## config.mk

```make
export PLATFORM = sky130hd
export DESIGN_NAME = braun_prod_accum
export DESIGN_NICKNAME = d
export VERILOG_FILES = /design/src/rtl/braun_prod_accum.sv
export SDC_FILE = /design/constraint.sdc
export NUM_CORES = 1
export LEC_CHECK = 0
export CORE_UTILIZATION = 54
export DETAILED_ROUTE_END_ITERATION = 10
export GPL_TIMING_DRIVEN = 0
export PLACE_DENSITY = 0.79
export SYNTH_ARGS = -nofsm -noshare
export SYNTH_HDL_FRONTEND = slang
export SYNTH_SLANG_ARGS = --single-unit
```

## constraint.sdc

```tcl
create_clock -name clk -period 3.2 [get_ports clk]
set_clock_uncertainty 0.2 [all_clocks]
set_input_delay 0.32 -clock clk [delete_from_list [all_inputs] [get_ports clk]]
set_output_delay 0.32 -clock clk [all_outputs]
set_load 0.05 [all_outputs]
```

## src/rtl/braun_prod_accum.sv

```systemverilog
// Streaming accumulator for Braun multiplier products: sums LEN products per frame
// and holds each frame sum, with a sticky overflow flag, until downstream takes it.
module braun_prod_accum #(
    parameter int PW  = 8,
    parameter int AW  = 16,
    parameter int LEN = 4
) (
    input  logic          clk,
    input  logic          rst,
    input  logic          clear,
    input  logic          p_valid,
    output logic          p_ready,
    input  logic [PW-1:0] p,
    output logic          out_valid,
    input  logic          out_ready,
    output logic [AW-1:0] out_sum,
    output logic          out_ovf
);

    localparam int CW = $clog2(LEN) + 1;
    localparam logic [CW-1:0] CNT_LAST = CW'(LEN - 1);

    typedef enum logic {
        ST_ACC  = 1'b0,
        ST_HOLD = 1'b1
    } state_t;

    state_t        state_q, state_d;
    logic [AW-1:0] acc_q, acc_d;
    logic [CW-1:0] cnt_q, cnt_d;
    logic          ovf_acc_q, ovf_acc_d;
    logic          out_valid_q, out_valid_d;
    logic [AW-1:0] out_sum_q, out_sum_d;
    logic          out_ovf_q, out_ovf_d;
    logic [AW:0]   sum_s;

    // One extra bit so the carry out of the accumulator can feed the overflow flag.
    assign sum_s = {1'b0, acc_q} + {{(AW + 1 - PW){1'b0}}, p};

    assign p_ready   = (state_q == ST_ACC);
    assign out_valid = out_valid_q;
    assign out_sum   = out_sum_q;
    assign out_ovf   = out_ovf_q;

    // Next-state logic for frame accumulation and result handshake.
    always_comb begin
        state_d     = state_q;
        acc_d       = acc_q;
        cnt_d       = cnt_q;
        ovf_acc_d   = ovf_acc_q;
        out_valid_d = out_valid_q;
        out_sum_d   = out_sum_q;
        out_ovf_d   = out_ovf_q;
        case (state_q)
            ST_ACC: begin
                if (clear) begin
                    acc_d     = {AW{1'b0}};
                    cnt_d     = {CW{1'b0}};
                    ovf_acc_d = 1'b0;
                end else if (p_valid) begin
                    if (cnt_q == CNT_LAST) begin
                        out_sum_d   = sum_s[AW-1:0];
                        out_ovf_d   = ovf_acc_q | sum_s[AW];
                        out_valid_d = 1'b1;
                        acc_d       = {AW{1'b0}};
                        cnt_d       = {CW{1'b0}};
                        ovf_acc_d   = 1'b0;
                        state_d     = ST_HOLD;
                    end else begin
                        acc_d     = sum_s[AW-1:0];
                        cnt_d     = cnt_q + CW'(1);
                        ovf_acc_d = ovf_acc_q | sum_s[AW];
                    end
                end else begin
                    acc_d = acc_q;
                end
            end
            ST_HOLD: begin
                // clear is ignored here: the held result must never be lost.
                if (out_ready) begin
                    out_valid_d = 1'b0;
                    state_d     = ST_ACC;
                end else begin
                    out_valid_d = 1'b1;
                end
            end
            default: begin
                state_d     = ST_ACC;
                acc_d       = {AW{1'b0}};
                cnt_d       = {CW{1'b0}};
                ovf_acc_d   = 1'b0;
                out_valid_d = 1'b0;
            end
        endcase
    end

    // State register with synchronous reset.
    always_ff @(posedge clk) begin
        if (rst) begin
            state_q     <= ST_ACC;
            acc_q       <= {AW{1'b0}};
            cnt_q       <= {CW{1'b0}};
            ovf_acc_q   <= 1'b0;
            out_valid_q <= 1'b0;
            out_sum_q   <= {AW{1'b0}};
            out_ovf_q   <= 1'b0;
        end else begin
            state_q     <= state_d;
            acc_q       <= acc_d;
            cnt_q       <= cnt_d;
            ovf_acc_q   <= ovf_acc_d;
            out_valid_q <= out_valid_d;
            out_sum_q   <= out_sum_d;
            out_ovf_q   <= out_ovf_d;
        end
    end

endmodule

```

# Word level (Yosys, flattened, before mapping)
# Cells that the tools add are included.
# W data, S select, Z words.
[word_totals]
regBits = 39
out_inout_bits = 19
[classes]
addsub = 2
n_eq_ne = 4
muxes = 18
n_bitwise = 3
reduce_logical = 4
[ops]
columns = ["operator", "n"]
rows = [
  ["$mux W16", 3],
  ["$add A16 B8 Y17", 1],
  ["$mux W1", 10],
  ["$mux W3", 3],
  ["$ne A2 B2 Y1 const B", 2],
  ["$pmux W1 S2", 2],
  ["$reduce_and A4 Y1", 1],
  ["$add A3 B1 Y3 const B", 1],
  ["$eq A3 B2 Y1 const B", 1],
  ["$reduce_and A3 Y1", 1],
  ["$ne A2 B1 Y1 const B", 1],
  ["$not A1 Y1", 2],
  ["$reduce_and A2 Y1", 1],
  ["$reduce_bool A2 Y1", 1],
  ["$or A1 B1 Y1", 1],
]

# Logic depth before layout (Yosys ltp)
# Gate-level depths: netlist of the first run.
[depth]
ltp_word = 5
ltp_mapped = 7

# Least setup slack after synthesis of the first run
# OpenSTA, ideal clock, no wires.
[synth_path]
path_kind = "input port to flip-flop"
startpoint = "input p[0]"
endpoint = "register acc_q[8]"
setup_time_ns = 0.066
arrival_ns = 2.016
slack_ns = 0.918
cell_stages = 7
cell_sequence = "ha_1 -> fa_1 -> a211oi_2 -> nor3_2 -> o31a_1 -> o311a_1 -> a21oi_2"
[synth_via]
elab_chain_cells = 4
[synth_lines]
columns = ["element", "line_no", "text"]
rows = [
  ["start, declared", "13", "input logic [PW-1:0] p,"],
  ["$add A16 B8 Y17", "38", "assign sum_s = {1'b0, acc_q} + {{(AW + 1 - PW){1'b0}}, p};"],
  ["$mux W16", "61", "if (cnt_q == CNT_LAST) begin"],
  ["$mux W16", "60", "end else if (p_valid) begin"],
  ["$mux W16", "56", "if (clear) begin"],
  ["end signal, assigned", "101", "acc_q <= {AW{1'b0}};"],
  ["end, declared", "29", "logic [AW-1:0] acc_q, acc_d;"],
]
# Every way passes these cells. The select of a mux whose other input is x is not followed.
# A chain may end at the register's enable or synchronous reset.

# Worst setup path after layout of the first run
# Same ends and word-level chain as after synthesis.

==> run metrics, run 1 <==
vias in the first global route roughly 2000; Startpoint Class primary input; Hold-fix buffers, CTS 0; min Tclk post-route about 2500 ps; Worst path max stage delay between 400 and 500 ps; row cnt 22; pin count of the biggest net entering global routing 12; largest cells by area after synthesis dfxtp_1, nor2_1, ha_1; most frequent cells in the layout dfxtp_1, nor2_1, clkdlybuf4s50_1; dpl ws roughly 350 ps; setup TNS 0 ps; power per cell area 379.7 mW/mm2; gr usage total 0.2791; final core occ 0.6938; Max Clk Rate 394.6 MHz; R2R Setup Slk about 800 ps; # H-tree levels 2; antenna-violating nets left 0; worst hold path type reg2reg; fill cell count roughly 330; maximum fanout along the worst path 4; FF+latch area between 700 and 800 um2; total grt overflow 0; Pre-antenna DRT Iters 4; Mapped Nets slightly below 300; YS warnings 0; CP bufs+invs 1; Worst EP required between 3000 and 4000 ps; die area 0.004285 mm2; path length in cells of the critical path 8; area delta synth->final 20.31%; P_leak about 0.00096 uW; critical path endpoint acc_q[8]; postcts setup bufs 0; Avg Synthesized Cell Area 8.114 um2; R2R cell count 7; pin slew with the least headroom to its limit 736.0 ps; I/O Buffers 30; final wirelength roughly 5.4 mm; area of the multi-input gates roughly 0.0013 mm2; total number of vias 2104; fin cells about 350; clock-pin slew on the worst setup and hold paths around 70 ps; Reg2Reg Launch Point acc_q[0]; Max Slew Vio Count 0; root buffer cell clkbuf_8; first-pass GRT wire length 9.073 mm; Seq/Total Area, Yosys 0.3590; worst skew pair latency ~300 ps; clk sinks 39; delay-heaviest family, CP compound AO/OA/AOI/OAI gates; cells after synthesis roughly 270; nets between 300 and 400; RSZ-0062 raised after global routing no; post_cts resized 0; number of top-level pins 32; Avg Vias per Cell approximately 5.9; #FFs+latches synth 39; post-route clock period utilization 0.7919; endpoint class of the critical path flip-flop; proportion of layout cells with a drive suffix above 1 0.05882; cell count after placement 346; cell taking the most area after synthesis dfxtp_1; outcome finished clean; worst hold slack about 260 ps; Distinct cells, synth 52; Max-Cap Viols 0; initial antenna violation count 0; crit path from p[0]; n_diodes 0; critical path class in2reg; final hold vios 0; worst reg2reg path endpoint acc_q[8]; setup ws final 666.1 ps; CTS tree yes; drt wl/cell 15.12 um; asr flop ratio synth 0; commonest non-fill, non-tap cell in the layout dfxtp_1; post-synthesis cell area between 0.002 and 0.0025 mm2; top_reg_cell synth dfxtp_1; Max IR drop VDD 0.3010 mV; ordered cell list for the critical path clkdlybuf4s50_1 -> ha_1 -> fa_1 -> a211oi_2 -> nor3_2 -> o31a_1 -> o311a_1 -> a21oi_2; Slew HR 0.5075; HPWL Detailed about 3.9 mm; CP arrival around 2600 ps; Initial DRC Count between 150 and 200; # DRC 0; share of the synthesized area in the top cell type 0.3590; gpl congestion 0.8820; die width around 65 um; slowest CP cell fa_1; Setup Viol. Count Final 0; core area around 0.0038 mm2; die height about 65 um; CTS Buf Count 5; clock tree buffer depth 2; Post-synth EDFFs 0; Initial Util 0.5766
power by group:
part / switching (uW) / internal [uW]
registers: 5.10 / 498
logic: 104 / 60.6
clock network: 173 / 153
Yosys cell counts (3+ instances only):
cell	number
nand3_1	10
a21o_1	6
a21oi_1	19
buf_2	4
nor3_1	4
dfxtp_1	39
o21ai_0	20
o21ai_1	3
a31oi_1	4
nor3b_1	3
a211oi_1	10
xnor2_1	6
nand4_1	4
clkbuf_1	7
nand2_1	23
nor2_1	33
nor4_1	3
a22oi_1	6
inv_1	9
o211ai_1	8
ha_1	9
cell type report:
type                       instances  area share
buffer                            11     0.01769
clock buffer                       7     0.02917
clock inverter                     1    0.001913
inverter                           9     0.01291
multi-input combinational        209      0.5022
sequential                        39      0.2984
tap                               48     0.02296
timing repair buffer              30      0.1148
worst min path at each step:
stage / from / end / depth (start not counted)
floorplan: acc_q[6] / acc_q[6] / 2
global placement: out_sum[1] / out_sum[1] / 2
detailed placement: out_sum[0] / out_sum[0] / 2
CTS: out_sum[0] / out_sum[0] / 2
global route: out_sum[1] / out_sum[1] / 2
finish: out_sum[0] / out_sum[0] / 2
stage by stage:
step	area (um2)	power, uW
6_report	2616	993.4
5_1_grt	2616	1042
4_1_cts	2616	998.4
3_5_place_dp	2535	676.4
3_3_place_gp	2535	673.6
2_1_floorplan	2175	628.2
worst min-delay path, stage by stage, from the launching register on:
cell and delay [ps]:
dfxtp_1 310, nand2_1 50, a21oi_1 50
cell families after synthesis:
logic type | share of synthesized area
AOI/OAI and AO/OA | 0.2750
xor gates and xnor gates | 0.02819
adders and majority gates | 0.06099
buffers and inverters | 0.03683
DFF | 0.3590
muxes | 0.004603
and+or+nand+nor | 0.2353
per-layer routing:
layer,up-vias,wire length [um],share of wire,track usage
li1,1061,-,-,-
met1,968,2511,0.47,0.3667
met2,69,2438,0.46,0.4510
met3,6,362,0.068,0.06424
met4,0,38,0.0071,0.08424
met5,-,0,0,0
sequential cells by signal, summed over array words and instances (netlist names):
name and cells:
cnt_q 3, acc_q 16, ovf_acc_q 1, out_valid 1, out_ovf 1, out_sum 16
state_q 1
Power figures use the tool's default switching activity.
==> inputs of run 2 (changes only) <==
- CORE_UTILIZATION: 54 -> 49
- PLACE_DENSITY: 0.79 -> 0.76
- clock period: 3.2 -> 2.2 ns (I/O delays scaled with it)
==> run 2 against run 1 <==
  * The flow now finishes with violations (setup timing)
  * Critical path depth is 1 lower
  * Hold slack better by 0.81 ps
  * Via count rose by 1.9%
  * Non-clock buffer count up 2
  * Power grew 54%
  * Die area grew 9.9%
  * Worst setup slack got worse by 710 ps
  * Final area grew 3.4%
  * Critical path type is now reg2reg
  * Critical endpoint unchanged
  * Largest cell class unchanged
==> run metrics, run 2 (synthesis gave the netlist of run 1 again) <==
area delta synth->final 24.40%; clk sinks 39; Max Slew Vio Count 0; CTS Buf Count 5; R2R Setup Slk -40 ps; final core occ 0.6573; clock-pin slew on the worst setup and hold paths around 80 ps; antenna-violating nets left 0; die height just under 70 um; gpl congestion roughly 0.87; R2R cell count 7; CTS tree yes; proportion of layout cells with a drive suffix above 1 0.1071; clock tree buffer depth 2; drt wl/cell around 16 um; maximum fanout along the worst path 4; Initial Util 0.5284; Setup Viol. Count Final 3; Max-Cap Viols 0; fill cell count ~360; worst skew pair latency approximately 300 ps; commonest non-fill, non-tap cell in the layout dfxtp_1; Hold Path Origin out_sum[5]; power per cell area between 500 and 600 mW/mm2; Pre-antenna DRT Iters 4; root buffer cell clkbuf_8; most frequent cells in the layout dfxtp_1, nor2_1, clkdlybuf4s50_1; final hold vios 0; post-route clock period utilization 1.018; I/O Buffers 30; final wirelength approximately 5.7 mm; vias in the first global route just under 2000; initial antenna violation count 0; crit path from acc_q[0]; CP arrival 2280 ps; first-pass GRT wire length slightly above 9 mm; total number of vias 2143; core area between 0.004 and 0.005 mm2; HPWL Detailed 3.933 mm; Avg Vias per Cell ~6.0; worst hold path type reg2reg; number of top-level pins 32; failing checks setup timing; Initial DRC Count ~110; critical path endpoint acc_q[8]; worst reg2reg path endpoint acc_q[8]; n_diodes 0; # DRC 0; Worst EP required 2240 ps; final design instance area without fill between 0.002 and 0.003 mm2; RSZ-0062 raised after global routing yes; Slew HR 0.5135; Max Clk Rate 446.3 MHz; Startpoint Class flip-flop; outcome complete, but fails checks; pin count of the biggest net entering global routing 12; endpoint class of the critical path flip-flop; die width roughly 70 um; pin slew with the least headroom to its limit 727.0 ps; total grt overflow 0; worst hold slack between 200 and 300 ps; Max IR drop VDD approximately 0.44 mV; # H-tree levels 2; critical path class reg2reg; row cnt 23; placed instance area 0.002540 mm2; setup ws final -40.69 ps; nets 330; min Tclk post-route between 2000 and 2500 ps; die area between 0.004 and 0.005 mm2; Reg2Reg Launch Point acc_q[0]; P_leak ~0.0010 uW; dpl ws -453.9 ps; gr usage total 0.2696
[run 2: final cells by class]
cell class | instances | area (um2) | area share
multi-input cells | 209 | 1358 | 0.5019
flip-flops and latches | 39 | 782.0 | 0.2891
repair buffers | 33 | 324.1 | 0.1198
clock buffers | 8 | 100.1 | 0.03700
well taps | 50 | 62.56 | 0.02313
plain buffers | 10 | 45.04 | 0.01665
inverters | 9 | 33.78 | 0.01249
[run 2: worst min path at each step]
stage | endpoint | cells after the start
after detailed placement | acc_q[6] | 2
after global routing | out_sum[5] | 2
after CTS | out_sum[3] | 2
after floorplan | out_valid | 2
final | out_sum[5] | 2
after global placement | acc_q[6] | 2
[run 2: what timing repair did]
item / 4_1_cts / 5_1_grt
gates cloned: 0 / 0
hold buffers: 0 / 0
pin swaps: 6 / 5
setup endpoints to repair: 7 / 24
gates resized for setup: 5 / 16
buffers inserted: 2 / 1
[run 2: worst max-delay path, stage by stage (launching register included)]
cell	delay, ps
dfxtp_2	340
ha_4	160
fa_2	370
a211oi_4	270
nor3_2	100
o31a_1	290
o311a_1	330
a21oi_2	120
[run 2: per-layer routing]
metal | routed length (um) | track usage
met5 | 0 | 0
met4 | 155 | 0.1563
met1 | 2592 | 0.3357
met3 | 358 | 0.07401
met2 | 2554 | 0.4142
[run 2: through the flow]
| stage | setup TNS (ps) | std cells | total power (uW) |
|---|---|---|---|
| 5_1_grt | -601.6 | 358 | 1585 |
| 2_1_floorplan | 0 | 268 | 914.2 |
| 3_5_place_dp | -6738 | 348 | 983.8 |
| 3_3_place_gp | -6275 | 348 | 979.4 |
| 4_1_cts | -272.1 | 358 | 1524 |
| 6_report | -92.28 | 358 | 1534 |
[run 2: where the power goes]
group / switching (uW) / internal (uW) / leakage, uW
Clock: 260 / 286 / 0.0000515
Sequential: 8.26 / 725 / 0.000316
Combinational: 161 / 93.5 / 0.000633
